## config.mk

```make
export PLATFORM = sky130hd
export DESIGN_NAME = adc_sample_scheduler
export DESIGN_NICKNAME = d
export VERILOG_FILES = /design/src/rtl/adc_sample_scheduler.sv
export SDC_FILE = /design/constraint.sdc
export NUM_CORES = 1
export LEC_CHECK = 0
export BUFFER_PORTS_ARGS = -buffer_cell sky130_fd_sc_hd__buf_4
export CORE_AREA = 2 2 60 118
export CTS_CLUSTER_SIZE = 28
export DETAILED_ROUTE_END_ITERATION = 7
export DIE_AREA = 0 0 62 120
export PLACE_DENSITY_LB_ADDON = 0.15
export RECOVER_POWER = 25
export SLEW_MARGIN = 15
export SYNTH_ARGS = -nofsm -noshare
export SYNTH_HDL_FRONTEND = slang
export SYNTH_SLANG_ARGS = --single-unit
```

## constraint.sdc

```tcl
create_clock -name i_clk -period 2.88 [get_ports i_clk]
set_clock_uncertainty 0.05 [all_clocks]
set_input_delay 0.288 -clock i_clk [delete_from_list [all_inputs] [get_ports i_clk]]
set_output_delay 0.288 -clock i_clk [all_outputs]
set_load 0.05 [all_outputs]
```

## src/rtl/adc_sample_scheduler.sv

```systemverilog
// -----------------------------------------------------------------------------
// adc_sample_scheduler
//
// Paces conversions of the serial 8-bit ADC driver at a fixed sample rate,
// averages blocks of 2^AVG_LOG2 samples and tracks the running min/max of the
// raw samples for display. A conversion that never completes is abandoned
// after TIMEOUT cycles, and a sample tick that lands while a conversion is
// still in flight is dropped and flagged.
//
// Parameters
//   SAMPLE_DIV  clock cycles between sample ticks (>= 4)
//   AVG_LOG2    log2 of samples per average block (0..6)
//   TIMEOUT     maximum cycles spent waiting for i_done after o_start
//
// Ports
//   i_clk          system clock
//   i_rst          synchronous, active-high reset
//   i_enable       level, enables sampling; low abandons any work in progress
//   i_hold         level, freezes o_avg/o_min/o_max and suppresses o_valid
//   i_clr_minmax   pulse, reinitialises min/max
//   i_clr_err      pulse, clears the sticky error flags
//   o_start        one-cycle conversion request to the ADC driver
//   i_done         one-cycle completion pulse; i_data valid on this cycle
//   i_data         conversion result
//   o_avg          last published block average
//   o_min / o_max  min/max raw sample since the last clear
//   o_valid        one-cycle pulse when o_avg updates
//   o_timeout_err  sticky, a conversion timed out
//   o_overrun      sticky, a tick arrived while a conversion was in flight
// -----------------------------------------------------------------------------
module adc_sample_scheduler #(
  parameter int SAMPLE_DIV = 50000,
  parameter int AVG_LOG2   = 3,
  parameter int TIMEOUT    = 2000
) (
  input  logic       i_clk,
  input  logic       i_rst,
  input  logic       i_enable,
  input  logic       i_hold,
  input  logic       i_clr_minmax,
  input  logic       i_clr_err,
  output logic       o_start,
  input  logic       i_done,
  input  logic [7:0] i_data,
  output logic [7:0] o_avg,
  output logic [7:0] o_min,
  output logic [7:0] o_max,
  output logic       o_valid,
  output logic       o_timeout_err,
  output logic       o_overrun
);

  localparam int TICK_W = $clog2(SAMPLE_DIV);
  localparam int TO_W   = (TIMEOUT > 1) ? $clog2(TIMEOUT) : 1;
  localparam int ACC_W  = 8 + AVG_LOG2;   // wide enough for a full block of 8'hFF
  localparam int CNT_W  = AVG_LOG2 + 1;

  localparam logic [TICK_W-1:0] TICK_LAST = TICK_W'(SAMPLE_DIV - 1);
  localparam logic [TO_W-1:0]   TO_LAST   = TO_W'(TIMEOUT - 1);
  localparam logic [CNT_W-1:0]  CNT_LAST  = CNT_W'((1 << AVG_LOG2) - 1);

  typedef enum logic [1:0] {
    S_IDLE,
    S_WAIT,
    S_START,
    S_CONVERT
  } state_t;

  state_t             r_state;
  state_t             w_state_nxt;

  logic [TICK_W-1:0]  r_tick_cnt;
  logic               r_tick;
  logic [TO_W-1:0]    r_to_cnt;
  logic [ACC_W-1:0]   r_acc;
  logic [CNT_W-1:0]   r_count;
  logic [7:0]         r_avg;
  logic [7:0]         r_min;
  logic [7:0]         r_max;
  logic               r_valid;
  logic               r_timeout_err;
  logic               r_overrun;

  logic               w_start;
  logic               w_accept;
  logic               w_timeout;
  logic               w_overrun;
  logic [ACC_W-1:0]   w_sum;

  // ---------------------------------------------------------------------------
  // Sample tick. Registered, so it is visible the cycle after the counter
  // wraps; that extra cycle is what puts the first o_start SAMPLE_DIV+1
  // cycles after enable while keeping start-to-start spacing at SAMPLE_DIV.
  // ---------------------------------------------------------------------------
  // NOTE: sequential state is always written with non-blocking (<=) so every
  // flop samples the pre-edge value of every other flop, independent of the
  // order in which the simulator evaluates the always blocks.
  always_ff @(posedge i_clk) begin
    if (i_rst || !i_enable) begin
      r_tick_cnt <= '0;
      r_tick     <= 1'b0;
    end else if (r_tick_cnt == TICK_LAST) begin
      r_tick_cnt <= '0;
      r_tick     <= 1'b1;
    end else begin
      r_tick_cnt <= r_tick_cnt + TICK_W'(1);
      r_tick     <= 1'b0;
    end
  end

  // ---------------------------------------------------------------------------
  // Conversion FSM: state register
  // ---------------------------------------------------------------------------
  always_ff @(posedge i_clk) begin
    if (i_rst) begin
      r_state <= S_IDLE;
    end else begin
      r_state <= w_state_nxt;
    end
  end

  // ---------------------------------------------------------------------------
  // Conversion FSM: next state and per-cycle strobes. Dropping i_enable wins
  // over everything, which is also what makes a late i_done harmless: the FSM
  // is no longer in CONVERT when it arrives.
  // ---------------------------------------------------------------------------
  // NOTE: every signal assigned here gets a default first, so no path through
  // the case statement can leave one unassigned and infer a latch.
  always_comb begin
    w_state_nxt = r_state;
    w_start     = 1'b0;
    w_accept    = 1'b0;
    w_timeout   = 1'b0;
    w_overrun   = 1'b0;

    if (!i_enable) begin
      w_state_nxt = S_IDLE;
    end else begin
      case (r_state)
        S_IDLE: begin
          w_state_nxt = S_WAIT;
        end
        S_WAIT: begin
          if (r_tick) w_state_nxt = S_START;
        end
        S_START: begin
          w_start     = 1'b1;
          w_overrun   = r_tick;
          w_state_nxt = S_CONVERT;
        end
        S_CONVERT: begin
          // A tick here is dropped, not queued; only the flag remembers it.
          w_overrun = r_tick;
          if (i_done) begin
            w_accept    = 1'b1;
            w_state_nxt = S_WAIT;
          end else if (r_to_cnt == TO_LAST) begin
            w_timeout   = 1'b1;
            w_state_nxt = S_WAIT;
          end
        end
        default: begin
          w_state_nxt = S_IDLE;
        end
      endcase
    end
  end

  // ---------------------------------------------------------------------------
  // Timeout counter: zeroed in START, so it reads 0 on the first CONVERT
  // cycle and reaches TIMEOUT-1 on the TIMEOUT-th one.
  // ---------------------------------------------------------------------------
  always_ff @(posedge i_clk) begin
    if (i_rst || !i_enable || r_state == S_START) begin
      r_to_cnt <= '0;
    end else if (r_state == S_CONVERT) begin
      r_to_cnt <= r_to_cnt + TO_W'(1);
    end
  end

  // ---------------------------------------------------------------------------
  // Averaging, min/max and sticky flags
  // ---------------------------------------------------------------------------
  assign w_sum = r_acc + ACC_W'(i_data);

  always_ff @(posedge i_clk) begin
    if (i_rst) begin
      r_acc         <= '0;
      r_count       <= '0;
      r_avg         <= 8'h00;
      r_min         <= 8'hFF;
      r_max         <= 8'h00;
      r_valid       <= 1'b0;
      r_timeout_err <= 1'b0;
      r_overrun     <= 1'b0;
    end else begin
      r_valid <= 1'b0;

      // Partial sums never survive a disable, so re-enabling starts a clean block.
      if (!i_enable) begin
        r_acc   <= '0;
        r_count <= '0;
      end else if (w_accept) begin
        if (r_count == CNT_LAST) begin
          r_acc   <= '0;
          r_count <= '0;
          // A block completing under hold is still consumed, just not published.
          if (!i_hold) begin
            r_avg   <= w_sum[AVG_LOG2 +: 8];
            r_valid <= 1'b1;
          end
        end else begin
          r_acc   <= w_sum;
          r_count <= r_count + CNT_W'(1);
        end
      end

      // A clear that coincides with a published sample restarts min/max at
      // that sample rather than at FF/00, so the sample is not lost.
      if (w_accept && !i_hold) begin
        if (i_clr_minmax) begin
          r_min <= i_data;
          r_max <= i_data;
        end else begin
          if (i_data < r_min) r_min <= i_data;
          if (i_data > r_max) r_max <= i_data;
        end
      end else if (i_clr_minmax) begin
        r_min <= 8'hFF;
        r_max <= 8'h00;
      end

      // Set takes priority over clear so a coincident event is never lost.
      if (w_timeout) begin
        r_timeout_err <= 1'b1;
      end else if (i_clr_err) begin
        r_timeout_err <= 1'b0;
      end

      if (w_overrun) begin
        r_overrun <= 1'b1;
      end else if (i_clr_err) begin
        r_overrun <= 1'b0;
      end
    end
  end

  assign o_start       = w_start;
  assign o_avg         = r_avg;
  assign o_min         = r_min;
  assign o_max         = r_max;
  assign o_valid       = r_valid;
  assign o_timeout_err = r_timeout_err;
  assign o_overrun     = r_overrun;

endmodule

```

Yosys cells after proc, flatten, opt, wreduce, memory -nomap -nowiden:

Cells that the tools add are included.

* add/sub/neg operators: 4
* magnitude comparators: 2
* equality and inequality tests: 8
* mux-type cells: 30
* bitwise gates (word level): 4
* reductions and logical operators: 19

Operators by type and width (count)
* two-way mux 8 bit: 8
* adder 16 x 1 -> 16 bit (second input constant): 1
* == test 16 bit (second input constant): 1
* two-way mux 1 bit: 16
* adder 11 x 1 -> 11 bit (second input constant): 1
* adder 11 x 8 -> 11 bit: 1
* == test 11 bit (second input constant): 1
* two-way mux 11 bit: 1
* nonzero test 2 bit: 5
* greater-than comparator 8 bit: 1
* < comparator 8 bit: 1
* case mux 2 bit (4 select lines): 1
* two-way mux 2 bit: 3
* AND reduction 2 bit: 3
* OR reduction 2 bit: 3
* adder 4 x 1 -> 4 bit (second input constant): 1
* == test 2 bit (second input constant): 2
* == test 4 x 3 -> 1 bit (second input constant): 1
* two-way mux 4 bit: 1
* inverter 1 bit: 4
* AND reduction 4 bit: 1
* OR reduction 4 bit: 1
* != test 3 bit (second input constant): 1
* == test 2 x 1 -> 1 bit (second input constant): 1
* other kinds (5): 7

* flip-flop bits (word level): 72
* bits of input ports: 15
* logic and storage cells: 79

Longest topological paths before layout:

Gate-level depths: netlist of the first run.

* word-level depth: 6
* gate-level depth with buffers: 8
* gate-level depth less buffers: 8

Worst setup path after synthesis of the first run:

Ideal clock, no wire load.

* path type: reg-to-reg
* start point: register r_max[5] (netlist: o_max[5])
* end point: register r_max[0] (netlist: o_max[0])
* arrival: 2.061 ns
* slack: 0.652 ns
* cell stages (with the launch flop): 8
* buffers on the path: 0
* clock period less this slack: 2.228 ns
* cells stage by stage: dfxtp_1 inv_1 ha_1 a211o_1 a21oi_1 nor2_1 o31a_2 a22o_1

* longest elaborated chain between the ends: 3

RTL lines
* start: declaration: RTL line 79 `logic [7:0] r_max;`
* start signal: assignment: RTL line 223 `r_max <= i_data;`
* start signal: assignment: RTL line 226 `if (i_data > r_max) r_max <= i_data;`
* greater-than comparator 8 bit: RTL line 226
* nonzero test 2 bit (no source line)
* AND reduction 2 bit (no source line)

Every way passes these cells.
A chain may end at the register's enable or synchronous reset.

Worst setup path after layout of the first run:

* start point: register r_acc[0]
* end point: register r_acc[8]

* longest elaborated chain between the ends: 2

RTL lines
* start: declaration: RTL line 75 `logic [ACC_W-1:0] r_acc;`
* start signal: assignment: RTL line 213 `r_acc <= w_sum;`
* adder 11 x 8 -> 11 bit: RTL line 184 `assign w_sum = r_acc + ACC_W'(i_data);`
* two-way mux 11 bit: RTL line 204 `if (r_count == CNT_LAST) begin`

Every way passes these cells.

==> results.md, run 1 <==
- The flow ran to the end, and the final reports show no timing, DRC or antenna violations.
- The setup fix buffers added after clock tree synthesis is 0.
- The quantity of I/O buffers inserted on ports is 42.
- The number of CTS-inserted buffers is 9.
- The weighted congestion reported at the end of routability-driven placement is 0.844.
- The average size of a mapped cell is 8.66 sq um.
- In the synthesized netlist the async set-or-reset flop fraction comes to 0%.
- In the final timing run, aggregate negative setup slack is 0 ns.
- Data arrives at the worst endpoint at 2.49 ns.
- The power per unit of standard cell area is 496 nW/um^2.
- The number of levels the H-tree was split into is 3.
- The overall global routing resource usage is 25.4%.
- The worst voltage drop across the vdd grid is 0.440 mV.
- The category of cells accounting for the largest share of critical-path delay is compound AO/OA/AOI/OAI gates.
- Tracing the worst setup path back leads to its startpoint at r_acc[0]$_SDFFE_PP0N_.
- The summed instance area of the synthesized netlist is 3700 sq um.
- Global routing finished with a remaining overflow of 0.
- The critical path required time is 3.09 ns.
- The full die area is 7440 sq um.
- Summed over all instances, the cell type with the most area after synthesis is dfxtp_1.
- The startpoint of the worst-slack reg-to-reg timing path is r_acc[0]$_SDFFE_PP0N_.
- Setup repair after global routing left no endpoint under its margin.
- The cell with the largest stage delay on the worst path is or3_1.
- The post-route standard cell area excluding fillers is 4290 sq um.
- Counting flops and latches in the post-synthesis netlist gives 72.
- The die is 62 microns wide.
- Entering global routing, the biggest net connects 33 pins.
- The area share of the largest cell type after synthesis is 39.0%.
- In this run the tightest slew margin relative to its limit is 10.4%.
- The post-detailed-route via-to-cell ratio is 5.70.
- The core occupancy in the finished layout is 65.3%.
- Ranked by instance count, the synthesized netlist is headed by dfxtp_1 (72), nor2_1 (65), ha_1 (29).
- The number of top-level pins is 43.
- Across the run, the number of max-cap violations was 0.
- By instance count, the leading cell after synthesis is dfxtp_1.
- The final-stage net count is 518.
- The wire length of the first global-routing pass is 14100 microns.
- For this configuration, the core starts out at a cell density of 56.3%.
- The maximum net fanout on the critical path is 4.
- The final-report hold violation count came to 0.
- In the synthesized netlist, the number of instances is 427.
- Clock-pin slew was measured on the worst setup and hold paths at 0.06 ns.
- For this block, the via count after detailed routing is 3211.
- The fill cell total of the finished layout is 617.
- After floorplanning, the core was divided into 42 placement rows.
- In this run the standard cell core region covers 6570 sq um.
- The number of diodes is 0.
- The layout overhead on the synthesized area is 16.0%.
- Before antenna repair, the detailed router went through 4 iterations.
- The root buffer cell is clkbuf_16.
- For this run, the number of standard cells in the final layout without fillers is 563.
- The number of failing setup endpoints in the final timing report is 0.
- The total placed instance area is 4120 sq um.
- The number of clock sinks seen by CTS is 72.
- The CTS tree is yes.
- The synthesized netlist net count is 472.
- Post-CTS repair changed the size of 0 cells.
- The static leakage is 1.77 nW.
- The number of warnings printed during yosys synthesis is 0.
- The number of buffers between clock root and the deepest sink is 2.
- After detailed routing, the total wire length is 8490 microns.
- The sequential cell area fraction in the yosys report is 39.0%.
- The hold buffer count at CTS is 0.
- At the later pin of the worst-skew pair, clock insertion delay measures 0.34 ns.
- The number of placed cells counting well taps is 550.
- The number of global-route vias before repair is 3231.
- Based on the critical path, the design can be clocked at up to 439 MHz.
- In this run the most critical hold path is launched from i_data[0].
- The delay of the slowest cell on the worst path is 0.38 ns.
- The total power consumption of the routed design is 0.00213 W.
- Of the available clock period, the critical path in the final layout requires 79.1%.
- By startpoint and endpoint, the worst setup path is classified as reg2reg.
- The final critical delay including setup and external delays is 2.28 ns.
- The share of post-route cells with drive strength above 1 is 9.47%.
- The startpoint type of the worst setup path is a flip-flop.
- The endpoint kind of the worst setup timing path is a flip-flop.
- The critical path buffer and inverter count is 1.
- Summed over all nets, the half-perimeter wirelength after detailed placement is 6430 microns.
- The number of max-slew violations in the final report is 0.
- The tightest min-delay check is of the in2reg type.
- By area the synthesized netlist is led by dfxtp_1 (39%), ha_1 (9.8%), nor2_1 (6.6%), xor2_1 (4.7%), nand2_1 (2.7%).
- Counting flops with a built-in enable in the synthesized netlist gives 0.
- The detailed router finished its first iteration with 138 violations.
- In this run the vertical extent of the chip is 120 microns.
- The number of antenna violations at the first check in global routing is 0.
- After synthesis, the netlist uses 58 different library cells.
- The transition at the pin with the smallest max-transition slack is 1.34 ns.
- The signal on the critical path passes through ha_1 > inv_1 > fa_1 > nand2b_1 > a21oi_1 > o21ai_0 > or3_1 > a31oi_1.
- For this run, the leading register cell type out of synthesis is dfxtp_1.
- The average wire length per cell after detail routing is 15.1 microns.
- The count of nets left with antenna violations once routing finished came out at 0.
- After detailed routing, the number of remaining DRC violations is 0.
[through the flow]
| stage | setup slack, ns | hold slack (ns) |
|---|---|---|
| after floorplan | 0.652 | 0.371 |
| after detailed placement | 0.516 | 0.397 |
| after global placement | 0.607 | 0.389 |
| after global routing | 0.417 | 0.172 |
| final | 0.603 | 0.163 |
| after CTS | 0.592 | 0.155 |
[cells by family after synthesis]
logic type / share of synthesized area [%]
buf+inv: 4.23
flops: 39.0
fa+ha+maj: 10.4
simple gates: 23.2
compound gates: 14.2
mux: 2.44
xor+xnor: 6.63
[placed cells by master, fill, tap and decap left out, types with 17 or more instances in the layout]
master and n:
dfxtp_1 72, nor2_1 65, ha_1 29, nand2_1 27, inv_1 26, clkbuf_1 25
buf_4 25, xor2_1 20, a21oi_1 19, nand3_1 17
[layer usage]
| metal | vias up | track usage [%] | share of wire, % |
|---|---|---|---|
| met2 | 62 | 46.9 | 56 |
| met1 | 1532 | 23.8 | 36 |
| met4 | 0 | 12.6 | 4.0 |
| met3 | 25 | 6.03 | 3.2 |
| li1 | 1592 | - | - |
| met5 | - | 0 | 0 |
[final timing paths]
kind              cells after the start                     to  slack (ns)
hold reg to reg                       2  o_avg[3]$_SDFFE_PP0P_        0.40
hold / removal                        2  o_max[0]$_SDFFE_PP0P_        0.16
setup reg to reg                      8  r_acc[8]$_SDFFE_PP0N_        0.60
setup / recovery                      8  r_acc[8]$_SDFFE_PP0N_        0.60
[registers in the layout, summed over array words and instances (netlist names), 2 cells and up]
register / flops
r_tick_cnt: 16
r_acc: 11
r_to_cnt: 11
o_avg: 8
o_max: 8
o_min: 8
r_count: 4
r_state: 2
[report_power, final]
| group | internal [W] | switching, W |
|---|---|---|
| Clock | 0.000614 | 0.000399 |
| Combinational | 0.0000446 | 0.0000677 |
| Sequential | 0.00100 | 0.00000333 |
| Total | 0.00166 | 0.000470 |
[cell type report]
class | count | area (sq um) | area share [%]
multi-input combinational | 315 | 2100 | 49.0
clock inverter | 1 | 5.00 | 0.117
timing repair buffer | 49 | 278 | 6.48
inverter | 26 | 97.6 | 2.28
clock buffer | 12 | 256 | 5.98
sequential | 72 | 1440 | 33.6
tap | 88 | 110 | 2.57
Power figures use the tool's default switching activity.
==> inputs of run 2 (changes only) <==
- ABC_AREA: not set -> 1
- CORE_AREA: 2 2 60 118 -> 2 2 62 122
- DIE_AREA: 0 0 62 120 -> 0 0 64 124
- clock period: 2.88 -> 2.1 ns (I/O delays scaled with it)
==> run 2 against run 1 <==
Compared with the run above: sequential share of layout area shrank 2.5 points; cell area grew 7.9%; sequential cell count unchanged; global-route usage rose by 0.74 points; clock power grew 48%; sequential power grew 40%; worst hold slack worse by 0.12 ns; wire length is 12% higher; critical path depth rose by 2; largest cell class unchanged; largest power group unchanged.
==> results.md, run 2 <==
- The number of placed cells counting well taps is 718 (+31%).
- The endpoint kind of the worst setup timing path is a flip-flop.
- The async set or reset register ratio after synthesis is 0% (unchanged).
- The weighted congestion reported at the end of routability-driven placement is 0.893 (+5.8%).
- The cell with the most instances after synthesis is nand2_1.
- The number of top-level pins was 43 (unchanged).
- The total net switching power is 0.000768 W (+63%).
- The maximum net fanout on the critical path was 5 (+1).
- The final critical delay including setup and external delays is 2.00 ns (-0.281 ns).
- The part of the power in registers was 43.9% (-3.3 points).
- The number of flip-flops in the largest register is 16 (unchanged).
- The filler-free cell count of the finished design was 733 (+30%).
- The transition at the pin with the smallest max-transition slack was 0.608 ns (-0.735 ns).
- The relative max-transition margin is 59.6% (+49 points).
- The share of post-route cells with drive strength above 1 is 8.40% (-1.1 points).
- The final worst-path setup slack is 0.103 ns (-0.499 ns).
- The final worst hold slack is 0.0404 ns (-0.122 ns).
- The layout overhead on the synthesized area is 15.3%.
- The total grt overflow is 0 (unchanged).
- The total routed wirelength is 9520 microns (+12%).
- The synthesized netlist net count was 636 (+35%).
- The worst voltage drop across the vdd grid is 0.578 mV (+31%).
- The number of failing setup endpoints in the final timing report came to 0 (unchanged).
- The final sum of negative setup slack was 0 ns (unchanged).
- The final-report hold violation count is 0 (unchanged).
- The average size of a mapped cell is 6.79 sq um (-22%).
- The commonest cells after synthesis are nand2_1 (157), inv_1 (80), nor2_1 (76).
- The highest achievable clock rate was 501 MHz (+14%).
- The average wire length per cell after detail routing came to 13.0 microns (-14%).
- The horizontal die dimension is 64 microns (+3.2%).
- The number of iterations in the first detailed-routing pass is 4 (unchanged).
- The worst setup path is launched from a flip-flop.
- The hold buffer count at CTS is 0 (unchanged).
- The iteration-0 DRC count of the detailed router is 178 (+29%).
- The run finished with clean final reports.
- The net switching fraction of the power came to 24.1% (+2.0 points).
- The remaining number of nets flagged by the antenna check after routing is 0 (unchanged).
- The overall global routing resource usage is 26.2% (+0.74 points).
- The number of max-slew violations in the final report was 0 (unchanged).
- The post-detailed-route via-to-cell ratio is 5.32 (-6.8%).
- The arrival time at the worst endpoint is 2.18 ns (-0.31 ns).
- The half-perimeter wire length after placement is 7460 microns (+16%).
- The power per unit of standard cell area is 689 nW/um^2 (+39%).
- The number of clock sinks seen by CTS came to 72 (unchanged).
- The static leakage is 2.16 nW (+22%).
- The core region area came to 6940 sq um (+5.7%).
- r_tick_cnt holds more flip-flops than any other register.
- The wire length of the first global-routing pass came to 16100 microns (+14%).
- The number of buffers between clock root and the deepest sink is 2 (unchanged).
- The CTS tree is yes.
- The number of placement rows was 43 (+2.4%).
- The summed instance area of the synthesized netlist is 4010 sq um (+8.5%).
- The number of antenna violations at the first check in global routing came to 0 (unchanged).
- The clock network fraction of design power is 46.8% (-0.8 points).
- The setup fix buffers added after clock tree synthesis is 0 (unchanged).
- The number of enable-type register cells in the synthesized netlist is 0 (unchanged).
- In the final layout, the registers with the most flip-flops are r_tick_cnt x16, r_acc x11, r_to_cnt x11.
- The path class of the tightest hold or removal check is in2reg.
- The number of global-route vias before repair is 3887 (+20%).
- The number of levels the H-tree was split into is 3 (unchanged).
- The root buffer cell is clkbuf_16.
- The clock-pin slew on the worst setup and hold paths was 0.06 ns (about the same).
- The insertion delay to the later sink of the worst-skew pair is 0.33 ns (about the same).
- The count of vias placed by the detailed router came to 3897 (+21%).
- The number of diodes came to 0 (unchanged).
- The count of mapped cells out of synthesis is 591 (+38%).
- The max-capacitance violation count came to 0 (unchanged).
- The register bit total from synthesis came to 72 (unchanged).
- The most common flop cell mapped by yosys is dfxtp_1.
- The overall die height is 124 microns (+3.3%).
- The number of different library cells in the post-synthesis netlist came to 39 (-33%).
- The number of CTS-inserted buffers was 9 (unchanged).
- The quantity of I/O buffers inserted on ports is 42 (unchanged).
- The category of the critical setup timing path is reg2reg.
- The synthesized design spends more area on one cell type than any other, namely dfxtp_1.
- The initial core utilization is 57.8% (+1.5 points).
- The critical path required time is 2.28 ns (-0.81 ns).
- The full die area is 7940 sq um (+6.7%).
- The share of power burned in combinational logic is 9.3% (+4.0 points).
- The most common cell after layout, fill and taps aside is nand2_1.
- The number of warnings printed during yosys synthesis was 0 (unchanged).
- The area share of the largest cell type after synthesis came to 35.9% (-3.1 points).
- The largest net degree at the start of global routing is 22 (-33%).
- After synthesis, the cell types taking the most area are dfxtp_1 (36%), nand2_1 (15%), ha_1 (9.0%), inv_1 (7.5%), nor2_1 (7.1%).
- The share of the clock period used by the worst path came to 95.1% (+16 points).
- The internal power was 0.00242 W (+46%).
- The final-stage net count is 684 (+32%).
- Setup repair after global routing left no endpoint under its margin.
- The post-place setup slack is 0.154 ns (-0.363 ns).
- The sequential cell area fraction in the yosys report is 35.9% (-3.1 points).
- The top cell types in the final layout, fill and taps aside, are nand2_1 (157), inv_1 (80), nor2_1 (76).
- The DRC violation count after routing is 0 (unchanged).
## run 2: layout make-up
type / instances / area, sq um
fill: 664 / 2310
multi-input combinational: 423 / 2190
sequential: 72 / 1440
inverter: 84 / 317
timing repair buffer: 49 / 278
clock buffer: 11 / 243
tap: 90 / 113
clock inverter: 4 / 45.0
## run 2: per-stage QoR
stage	utilization [%]	cell area (sq um)	power [W]
floorplan	-	4010	0.00163
global placement	63.8	4430	0.00173
detailed placement	63.8	4430	0.00174
CTS	68.0	4720	0.00322
global route	66.7	4630	0.00331
finish	66.7	4630	0.00319
## run 2: worst max-delay path: stages, from the launching register on
cell     delay, ns
dfxtp_1       0.32
ha_1          0.35
nand2_1       0.12
nor2_1        0.33
nand3_1       0.30
nand3_1       0.16
nand2_1       0.07
nand2_1       0.06
nand2_1       0.05
nand2_1       0.06
inv_1         0.03
## run 2: worst paths after layout
check	from	endpoint	slack [ns]	cells after the start
worst max-delay path	r_acc[6]$_SDFFE_PP0N_	o_avg[6]$_SDFFE_PP0P_	0.10	10
worst min-delay path	i_rst	o_overrun$_SDFFE_PP0P_	0.04	2
worst max register to register	r_acc[6]$_SDFFE_PP0N_	o_avg[6]$_SDFFE_PP0P_	0.10	10
worst min register to register	r_tick_cnt[0]$_SDFF_PP0_	r_tick_cnt[0]$_SDFF_PP0_	0.40	1
## run 2: routing by layer
metal	track usage [%]	part of all wire, %	vias up
li1	-	-	1980
met1	22.0	35	1792
met2	52.0	56	86
met3	5.24	3.3	39
met4	18.9	5.7	0
met5	0	0	-
## run 2: power by group through the flow
stage	registers [W]	logic, W	clock network, W
final	0.00140	0.000296	0.00149
after global routing	0.00140	0.000331	0.00158
after CTS	0.00140	0.000308	0.00151
after detailed placement	0.00143	0.000306	0
after global placement	0.00143	0.000299	0
after floorplan	0.00148	0.000153	0
## run 2: logic make-up (layout without fill, tap and decap cells)
| group | after synthesis | count (layout) | share of synthesized area [%] |
|---|---|---|---|
| simple gates | 313 | 313 | 33.5 |
| compound gates | 73 | 73 | 10.0 |
| flops | 72 | 72 | 35.9 |
| xor+xnor | 7 | 7 | 1.53 |
| buf+inv | 96 | 148 | 9.48 |
| fa+ha+maj | 30 | 30 | 9.54 |
## run 2: what timing repair did
action / CTS / global route
setup endpoints to repair: 0 / 3
resized for setup: 0 / 1
endpoints found under the hold margin: 0 / 0
